===== src/rtl/flag_branch_ctrl.sv =====
// Condition-flag register and B.cond resolution for the pipelined CPU:
// flag forwarding or hazard stall, wrong-path squash, and a stall counter.
module flag_branch_ctrl #(
    parameter bit          EX_FWD = 1'b1,
    parameter int unsigned CNT_W  = 16
) (
    input  logic             clk,
    input  logic             reset,
    input  logic             stall_ext,
    input  logic             id_valid,
    input  logic             id_setflags,
    input  logic             id_bcond,
    input  logic [3:0]       id_cond,
    input  logic             alu_negative,
    input  logic             alu_overflow,
    input  logic             alu_zero,
    input  logic             alu_carry_out,
    output logic             negative,
    output logic             overflow,
    output logic             zero,
    output logic             carry_out,
    output logic             take_branch,
    output logic             stall_id,
    output logic             kill_id,
    output logic [CNT_W-1:0] stall_count
);

    localparam logic [CNT_W-1:0] CNT_MAX = '1;

    typedef enum logic {
        RUN  = 1'b0,
        KILL = 1'b1
    } state_t;

    state_t     state;
    logic       ex_sf;
    logic [3:0] flags;     // {N, V, Z, C}
    logic [3:0] alu_flags;
    logic [3:0] eff;
    logic       n, v, z, c;
    logic       cond_hit;

    assign alu_flags = {alu_negative, alu_overflow, alu_zero, alu_carry_out};
    assign negative  = flags[3];
    assign overflow  = flags[2];
    assign zero      = flags[1];
    assign carry_out = flags[0];

    // Flags seen by B.cond: forwarded from EX when allowed, else committed.
    always_comb begin
        eff = flags;
        if (ex_sf && EX_FWD) begin
            eff = alu_flags;
        end
        {n, v, z, c} = eff;
    end

    always_comb begin
        cond_hit = 1'b0;
        case (id_cond)
            4'b0000: cond_hit = z;
            4'b0001: cond_hit = !z;
            4'b0010: cond_hit = c;
            4'b0011: cond_hit = !c;
            4'b0100: cond_hit = n;
            4'b0101: cond_hit = !n;
            4'b0110: cond_hit = v;
            4'b0111: cond_hit = !v;
            4'b1000: cond_hit = c && !z;
            4'b1001: cond_hit = !(c && !z);
            4'b1010: cond_hit = (n == v);
            4'b1011: cond_hit = (n != v);
            4'b1100: cond_hit = !z && (n == v);
            4'b1101: cond_hit = !(!z && (n == v));
            default: cond_hit = 1'b1;
        endcase
    end

    // Control outputs are held low while reset is asserted.
    always_comb begin
        kill_id     = reset && (state == KILL);
        stall_id    = reset && id_valid && id_bcond && ex_sf && !EX_FWD && !kill_id;
        take_branch = reset && id_valid && id_bcond && !stall_id && !kill_id && cond_hit;
    end

    always_ff @(posedge clk) begin
        if (!reset) begin
            state       <= RUN;
            ex_sf       <= 1'b0;
            flags       <= 4'b0000;
            stall_count <= '0;
        end else if (!stall_ext) begin
            if (ex_sf) begin
                flags <= alu_flags;
            end
            // Stalled or squashed instructions leave a non-flag-setting bubble.
            ex_sf <= id_valid && id_setflags && !stall_id && !kill_id;
            if (stall_id && (stall_count != CNT_MAX)) begin
                stall_count <= stall_count + CNT_W'(1);
            end
            case (state)
                RUN:     state <= take_branch ? KILL : RUN;
                KILL:    state <= RUN;
                default: state <= RUN;
            endcase
        end
    end

endmodule

===== config.mk =====
export PLATFORM = sky130hd
export DESIGN_NAME = flag_branch_ctrl
export DESIGN_NICKNAME = d
export VERILOG_FILES = /design/src/rtl/flag_branch_ctrl.sv
export SDC_FILE = /design/constraint.sdc
export NUM_CORES = 1
export LEC_CHECK = 0
export CORE_MARGIN = 4
export CORE_UTILIZATION = 42
export CTS_CLUSTER_DIAMETER = 100
export DETAILED_ROUTE_END_ITERATION = 12
export DONT_BUFFER_PORTS = 1
export GPL_TIMING_DRIVEN = 0
export PLACE_DENSITY = 0.53
export SETUP_SLACK_MARGIN = 0.3
export SLEW_MARGIN = 20
export SYNTH_ARGS = -nofsm -noshare
export SYNTH_HDL_FRONTEND = slang
export SYNTH_SLANG_ARGS = --single-unit

===== constraint.sdc =====
create_clock -name clk -period 4.4 [get_ports clk]
set_clock_uncertainty 0.1 [all_clocks]
set_input_delay 0.66 -clock clk [delete_from_list [all_inputs] [get_ports clk]]
set_output_delay 0.66 -clock clk [all_outputs]
set_load 0.02 [all_outputs]

# Word level (Yosys, flattened, before mapping)
# Index checks and enable logic that the tools add are counted.
# word_totals
reg_bits	6
in_bits	14
# op_classes
eq_ne	15
muxes	4
bitwise_logic	1
n_reduce_logical	17
# op_table
cell	count
$eq A4 B4 Y1 const B	6
$eq A4 B3 Y1 const B	4
$pmux W1 S14	1
$logic_and A1 B1 Y1	9
$eq A4 B2 Y1 const B	2
$logic_not A1 Y1	7
$eq A4 B1 Y1 const B	1
$logic_not A4 Y1	1
$mux W4	1
$pmux W1 S2	1
$eq A1 B1 Y1	1
$mux W1	1
$ne A1 B1 Y1	1
$not A1 Y1	1

# Depth between registers and ports, before layout
# Gate-level depths: netlist of run 1.
# logic_depth
ltp_word	8
ltp_mapped	6
mapped_depth_nobuf	5

# Worst setup path before layout of run 1
# OpenSTA, ideal clock, no wires.
# synth_timing
path_type	input-to-output
start	in id_cond[1]
end	out take_branch
arrival_ns	1.991
path_slack_ns	1.649
path_stages	6
path_buffers	1
cell_sequence	buf_6 mux4_2 nor2b_4 a311o_1 a32oi_2 nor2_1
# synth_between
elab_chain_len	3
elab_cells_between_ends	16
cone_classes	13 x eq/ne; 1 x mux; 2 x reduce/logical
# synth_lines
item	line_no	source
start: declaration	13	input logic [3:0] id_cond,
$eq A4 B4 Y1, or another cell as far along	60	case (id_cond)
$pmux W1 S14 *	60	
$logic_and A1 B1 Y1 *	83	take_branch = reset && id_valid && id_bcond && !stall_id && !kill_id && cond_hit;
end: declaration	22	output logic take_branch,
# Every way passes the cells marked *; elsewhere a longest branch is shown, timed or not.

# Worst setup path after layout of run 1
# Same ends and word-level chain as after synthesis.

==> results.txt, run 1 <==
----------------------------------------------------
[Power]
  Static Leakage ... 0.326 nW
  Peak supply drop ... 0.000161 V
  Power per cell area ... 212 nW/um2

[Global route]
  Number of global-route vias before repair ... 427
  Largest net degree at the start of global routing ... 11
  Total gr overflow ... 0
  Antenna violations before repair ... 0
  Total routing usage reported by global routing ... 0.118
  Wire length of the first global-routing pass ... 1790 um

[Setup path]
  Critical path endpoint category ... output port
  Arrival time worst endpoint ... 2070 ps
  Critical path class ... in2out
  Worst Setup Start Kind ... primary input
  Top fanout value on the critical path ... 7
  Required time of the worst setup path ... 3640 ps

[Clock network]
  Buffers from clock root to sink, at most ... 2
  Clock insertion delay at the later pin of the skew report ... 240 ps
  Clk sink count ... 6
  Post-CTS setup buffers ... 0
  Total clock buffers created by CTS ... 3
  H-tree depth ... 1
  CTS tree ... built
  Number of resized instances in the post-cts repair step ... 0
  Buffer cell driving the clock tree root ... sky130_fd_sc_hd__clkbuf_4
  Number of hold buffers added after cts ... 0
  Reg clk slew, reported paths ... 40 ps

[Synthesis]
  Share of the synthesized area in the top cell type ... 0.209
  Cell Area, Synth ... 612 um2
  Top area cells in the synthesized netlist ... sky130_fd_sc_hd__buf_4, sky130_fd_sc_hd__dfxtp_1, sky130_fd_sc_hd__nor2b_1
  Library cell with the largest summed area after synthesis ... sky130_fd_sc_hd__buf_4
  Yosys warns ... 0
  Number of unique standard cell types used by synthesis ... 29
  Post-synthesis average cell area ... 8.74 um2
  Mapped Cells ... 70
  Flops & latches, synth ... 6
  Sequential cell area fraction in the yosys report ... 0.196

[STA]
  Setup-violating endpoint count in the final report ... 0
  Number of pins with negative max-slew slack in the final report ... 0
  Summed negative setup slack over all endpoints ... 0 ps
  Crit path time final ... 2830 ps
  Final Hold Viols ... 0
  Crit share post-route ... 0.644
  RSZ-0062 raised after global routing ... false
  Fmax ... 0.353 GHz

[Layout]
  Highest-count cells in the layout ignoring fill and taps ... sky130_fd_sc_hd__buf_4, sky130_fd_sc_hd__conb_1, sky130_fd_sc_hd__nor2b_1
  Fraction of layout instances using a drive strength above 1 ... 0.281
  Net count, final ... 105
  N_diodes ... 0
  Area added between synthesis and finish ... 16.6%
  Cell Count, Final, Fillers Out ... 104
  Fillcell total ... 145

[Die]
  Area of the core region ... 1330 um2
  Width of the chip ... 46.2 um
  Number of top-level pins ... 37
  Initial core utilization ... 0.459
  Area of the die ... 2130 um2
  Standard-cell row count ... 13
  Die height ... 46.2 um

[Route]
  Routed via count divided by cell count ... 4.50
  DR iter-0 viols ... 2
  Residual antenna-violating net count after detailed routing ... 0
  Detailed-routing iteration count for the pre-antenna-repair pass ... 2
  Number of vias in the routed layout ... 468
  Post-detailed-route DRC marker count ... 0
  Overall routed net length ... 1130 um
  Routed wire per std cell ... 10.8 um

[Placed design]
  Global placer's final weighted congestion ... 0.747
  Number of cells in the design after placement ... 101
  HPWL after DPL ... 992 um
  Count of buffers from port buffering ... 0

[Outcome]
  Outcome ... completed

[Job]
  Maxcap violations ... 0

[Worst hold path]
  Class of the most critical hold timing path ... in2reg

----------------------------------------------------
-- Yosys cell counts --
| library cell | instances |
|---|---|
| sky130_fd_sc_hd__mux2i_1 | 4 |
| sky130_fd_sc_hd__buf_4 | 17 |
| sky130_fd_sc_hd__a21oi_1 | 1 |
| sky130_fd_sc_hd__nor2b_1 | 8 |
| sky130_fd_sc_hd__clkbuf_1 | 1 |
| sky130_fd_sc_hd__a311o_1 | 1 |
| sky130_fd_sc_hd__a221o_1 | 1 |
| sky130_fd_sc_hd__xor2_1 | 2 |
| sky130_fd_sc_hd__nand4_1 | 1 |
| sky130_fd_sc_hd__a22oi_1 | 1 |
| sky130_fd_sc_hd__o21ai_0 | 1 |
| sky130_fd_sc_hd__nand4b_1 | 1 |
| sky130_fd_sc_hd__nand3b_1 | 1 |
| sky130_fd_sc_hd__xnor2_1 | 1 |
| sky130_fd_sc_hd__buf_6 | 1 |
| sky130_fd_sc_hd__dfxtp_1 | 6 |
| sky130_fd_sc_hd__o31ai_1 | 1 |
| sky130_fd_sc_hd__conb_1 | 1 |
| sky130_fd_sc_hd__o32a_1 | 1 |
| sky130_fd_sc_hd__and2_1 | 3 |
| sky130_fd_sc_hd__nand2_1 | 5 |
| sky130_fd_sc_hd__mux4_2 | 1 |
| sky130_fd_sc_hd__o31a_1 | 1 |
| sky130_fd_sc_hd__nor2b_4 | 1 |
| sky130_fd_sc_hd__a32oi_2 | 1 |
| sky130_fd_sc_hd__nor2_1 | 4 |
| sky130_fd_sc_hd__mux4_1 | 1 |
| sky130_fd_sc_hd__nand2b_1 | 1 |
| sky130_fd_sc_hd__buf_2 | 1 |
-- routing by layer --
metal	wire length [um]	track usage	vias up	share of wire
met4	9	0.0852	0	0.0080
met1	433	0.144	196	0.38
li1	-	-	251	-
met3	142	0.0352	2	0.13
met2	540	0.173	19	0.48
met5	0	0	-	0
-- kinds of logic after synthesis --
| group | count (synthesis) | synth area share |
|---|---|---|
| buffers and inverters | 20 | 0.241 |
| multiplexers | 6 | 0.145 |
| flip-flops | 6 | 0.196 |
| AO/OA/AOI/OAI | 9 | 0.131 |
| AND/OR/NAND/NOR | 25 | 0.237 |
| XOR/XNOR | 3 | 0.0430 |
| other | 1 | 0.00613 |
-- cell type report --
class,count,area [um2],area share
Multi-Input combinational cell,60,404,0.567
Buffer,20,148,0.207
Sequential cell,6,120,0.168
Clock buffer,3,22.5,0.0316
Tap cell,15,18.8,0.0263
-- flip-flops by register name, summed over array words and instances, names as in the netlist --
signal / flops
state: 1
ex_sf: 1
flags: 4
-- final timing paths --
kind	startpoint	endpoint	slack (ps)	cells past startpoint
hold reg to reg	state	state	490	3
setup / recovery	id_cond[1]	take_branch	1570	6
setup reg to reg	flags[1]	state	2530	5
hold / removal	stall_ext	state	430	1
-- through the flow --
step | setup WS (ps) | total power [mW] | hold slack (ps) | cell area, um2 | util
after floorplan | 1650 | 0.101 | 446 | 672 | -
after global placement | 1570 | 0.103 | 478 | 691 | 0.518
after detailed placement | 1570 | 0.104 | 476 | 691 | 0.518
after CTS | 1560 | 0.154 | 424 | 713 | 0.535
after global routing | 1500 | 0.161 | 429 | 713 | 0.535
final | 1570 | 0.152 | 429 | 713 | 0.535
-- where the power goes --
part / total, mW / switching [mW] / internal (mW)
Combinational: 0.0456 / 0.0239 / 0.0217
Clock: 0.0484 / 0.0177 / 0.0307
Sequential: 0.0575 / 0.00163 / 0.0558
Total: 0.152 / 0.0432 / 0.108
-- worst max-delay path: stages --
cell and delay, ps:
sky130_fd_sc_hd__buf_6 100, sky130_fd_sc_hd__mux4_2 520, sky130_fd_sc_hd__nor2b_4 140, sky130_fd_sc_hd__a311o_1 320
sky130_fd_sc_hd__a32oi_2 180, sky130_fd_sc_hd__nor2_1 150
Note: power is estimated with default switching activity, not from simulation.
==> run 2: changes to the inputs <==
- ABC_AREA: default -> 1
- CORE_ASPECT_RATIO: default -> 0.75
- clock period: 4.4 -> 2.8 ns (I/O delays scaled with it)
==> results.txt, run 2 <==
----------------------------------------------------
[Synthesis]
  Leading cell types by count after synthesis ... sky130_fd_sc_hd__nand2_1, sky130_fd_sc_hd__inv_1, sky130_fd_sc_hd__buf_4, sky130_fd_sc_hd__nor2_1, sky130_fd_sc_hd__nand2_2
  Mapped Cells ... 129 (+84%)
  Library cell with the largest summed area after synthesis ... sky130_fd_sc_hd__buf_4
  Flops & latches, synth ... 6 (unchanged)
  Share of flip-flops with an asynchronous set or reset after synthesis ... 0 (unchanged)
  Top area cells in the synthesized netlist ... sky130_fd_sc_hd__buf_4, sky130_fd_sc_hd__dfxtp_1, sky130_fd_sc_hd__nand2_1
  Yosys warns ... 0 (unchanged)
  Share of the synthesized area in the top cell type ... 0.181 (-0.0274)
  Predominant post-synthesis flop cell ... sky130_fd_sc_hd__dfxtp_1
  Cell Area, Synth ... 746 um2 (+22%)
  Sequential cell area fraction in the yosys report ... 0.161 (-0.0352)
  Post-synthesis average cell area ... 5.78 um2 (-34%)
  Number of flops mapped to enable cells by yosys ... 0 (unchanged)
  Number of unique standard cell types used by synthesis ... 20 (-31%)
  Most frequent cell after synthesis ... sky130_fd_sc_hd__nand2_1

[Route]
  Overall routed net length ... 1580 um (+40%)
  Routed wire per std cell ... 9.35 um (-14%)
  DR iter-0 viols ... 15 (+13)
  Detailed-routing iteration count for the pre-antenna-repair pass ... 4 (+2)
  Residual antenna-violating net count after detailed routing ... 0 (unchanged)
  Number of vias in the routed layout ... 750 (+60%)
  Routed via count divided by cell count ... 4.44 (-1.4%)
  Post-detailed-route DRC marker count ... 0 (unchanged)

[Die]
  Width of the chip ... 56.7 um (+23%)
  Initial core utilization ... 0.473 (+0.0143)
  Area of the core region ... 1580 um2 (+18%)
  Standard-cell row count ... 12 (-1)
  Area of the die ... 2520 um2 (+18%)
  Die height ... 44.5 um (-3.6%)
  Number of top-level pins ... 37 (unchanged)

[Layout]
  Top register by number of flip-flops ... flags
  N_diodes ... 0 (unchanged)
  Utilization after layout ... 0.542 (+0.00735)
  Post-layout instance area ... 855 um2 (+20%)
  Registers with the most flip-flops ... flags: 4 flops, ex_sf: 1 flops, state: 1 flops
  Commonest non-fill, non-tap cell in the layout ... sky130_fd_sc_hd__nand2_1
  Max FFs per register ... 4 (unchanged)
  Area added between synthesis and finish ... 14.6%
  Cell Count, Final, Fillers Out ... 169 (+63%)
  Fraction of layout instances using a drive strength above 1 ... 0.243 (-0.0377)
  Highest-count cells in the layout ignoring fill and taps ... sky130_fd_sc_hd__nand2_1, sky130_fd_sc_hd__inv_1, sky130_fd_sc_hd__buf_4
  Net count, final ... 164 (+56%)

[Placed design]
  HPWL after DPL ... 1350 um (+36%)
  Global placer's final weighted congestion ... 0.863 (+16%)
  Count of buffers from port buffering ... 0 (unchanged)
  Cell area reported after detailed placement ... 832 um2 (+20%)
  Worst slack after detailed placement ... 873 ps (-693 ps)
  Number of cells in the design after placement ... 166 (+64%)

[Clock network]
  Buffer cell driving the clock tree root ... sky130_fd_sc_hd__clkbuf_4
  Post-CTS setup buffers ... 0 (unchanged)
  Number of hold buffers added after cts ... 0 (unchanged)
  CTS tree ... built
  Buffers from clock root to sink, at most ... 2 (unchanged)
  H-tree depth ... 1 (unchanged)
  Total clock buffers created by CTS ... 3 (unchanged)
  Clk sink count ... 6 (unchanged)
  Reg clk slew, reported paths ... 40 ps (about the same)
  Number of resized instances in the post-cts repair step ... 0 (unchanged)
  Clock insertion delay at the later pin of the skew report ... 250 ps (about the same)

[Setup path]
  Critical path class ... reg2out
  Top fanout value on the critical path ... 3 (-4)
  Arrival time worst endpoint ... 1670 ps (-400 ps)
  Required time of the worst setup path ... 2280 ps (-1360 ps)
  Worst Setup Start Kind ... register
  Reg-to-reg setup timing slack ... 1220 ps (-1310 ps)
  Critical path endpoint category ... output port

[STA]
  Hold Worst Slack ... 222 ps (-207 ps)
  Crit path time final ... 2190 ps
  Setup slack of the critical path after layout ... 609 ps (-959 ps)
  Crit share post-route ... 0.783
  Number of pins with negative max-slew slack in the final report ... 0 (unchanged)
  Setup-violating endpoint count in the final report ... 0 (unchanged)
  Fmax ... 0.456 GHz
  Final Hold Viols ... 0 (unchanged)
  Summed negative setup slack over all endpoints ... 0 ps (unchanged)
  RSZ-0062 raised after global routing ... false

[Global route]
  Total gr overflow ... 0 (unchanged)
  Total routing usage reported by global routing ... 0.130 (+0.0122)
  Largest net degree at the start of global routing ... 10 (-1)
  Antenna violations before repair ... 0 (unchanged)
  Number of global-route vias before repair ... 614 (+44%)
  Wire length of the first global-routing pass ... 2550 um (+42%)

[Power]
  Peak supply drop ... 0.000282 V (+75%)
  Static Leakage ... 0.513 nW (+57%)
  Clock share of power ... 0.270 (-0.050)
  Internal Power ... 184 uW (+70%)
  Fraction of power spent switching nets ... 0.389 (+0.104)
  Total power ... 301 uW (+99%)
  Switching power total ... 117 uW (+170%)
  Power per cell area ... 352 nW/um2 (+66%)
  Sequential cell fraction of total power ... 0.339 (-0.040)
  Power share of the combinational group ... 0.391 (+0.090)

[Outcome]
  Outcome ... completed

[Worst hold path]
  Class of the most critical hold timing path ... in2reg

[Job]
  Maxcap violations ... 0 (unchanged)

----------------------------------------------------
run 2: power groups by stage:
| stage | combinational, mW | sequential, mW | clock, mW |
|---|---|---|---|
| after floorplan | 0.104 | 0.102 | 0 |
| after global placement | 0.115 | 0.104 | 0 |
| after detailed placement | 0.116 | 0.104 | 0 |
| after CTS | 0.116 | 0.102 | 0.0831 |
| after global routing | 0.131 | 0.103 | 0.0913 |
| final | 0.118 | 0.102 | 0.0812 |
run 2: worst paths after layout:
kind                               endpoint     start  cells after the start
worst max-delay path            take_branch  flags[2]                     11
worst min-delay path               flags[1]     reset                      2
worst max register to register        state  flags[2]                     11
worst min register to register        state     state                      3
run 2: metal layers:
layer	global-route usage	share of wire	vias up
li1	-	-	401
met1	0.156	0.47	318
met2	0.214	0.42	31
met3	0.0612	0.11	0
met4	0.0284	0	0
met5	0	0	-
run 2: logic make-up after synthesis:
family,count (synthesis),synth area share
AOI/OAI and AO/OA,17,0.143
buffers and inverters,40,0.309
DFF,6,0.161
other,1,0.00503
and+or+nand+nor,65,0.383
run 2: cell type report:
cell class / instances / area [um2]
buffer: 19 / 146
clock buffer: 3 / 22.5
fill: 181 / 722
inverter: 21 / 83.8
multi-input combinational: 99 / 455
sequential: 6 / 120
tap: 21 / 26.3
run 2: critical path, cell delays in order (launching register included):
cell and delay (ps):
sky130_fd_sc_hd__dfxtp_1 480, sky130_fd_sc_hd__inv_1 90, sky130_fd_sc_hd__nand2_1 90, sky130_fd_sc_hd__nand2_2 70
sky130_fd_sc_hd__nand2_2 70, sky130_fd_sc_hd__nand2_2 60, sky130_fd_sc_hd__nand2_1 50, sky130_fd_sc_hd__o21ai_1 50
sky130_fd_sc_hd__nor2_1 160, sky130_fd_sc_hd__nand4_1 120, sky130_fd_sc_hd__nand2_2 90, sky130_fd_sc_hd__inv_1 100
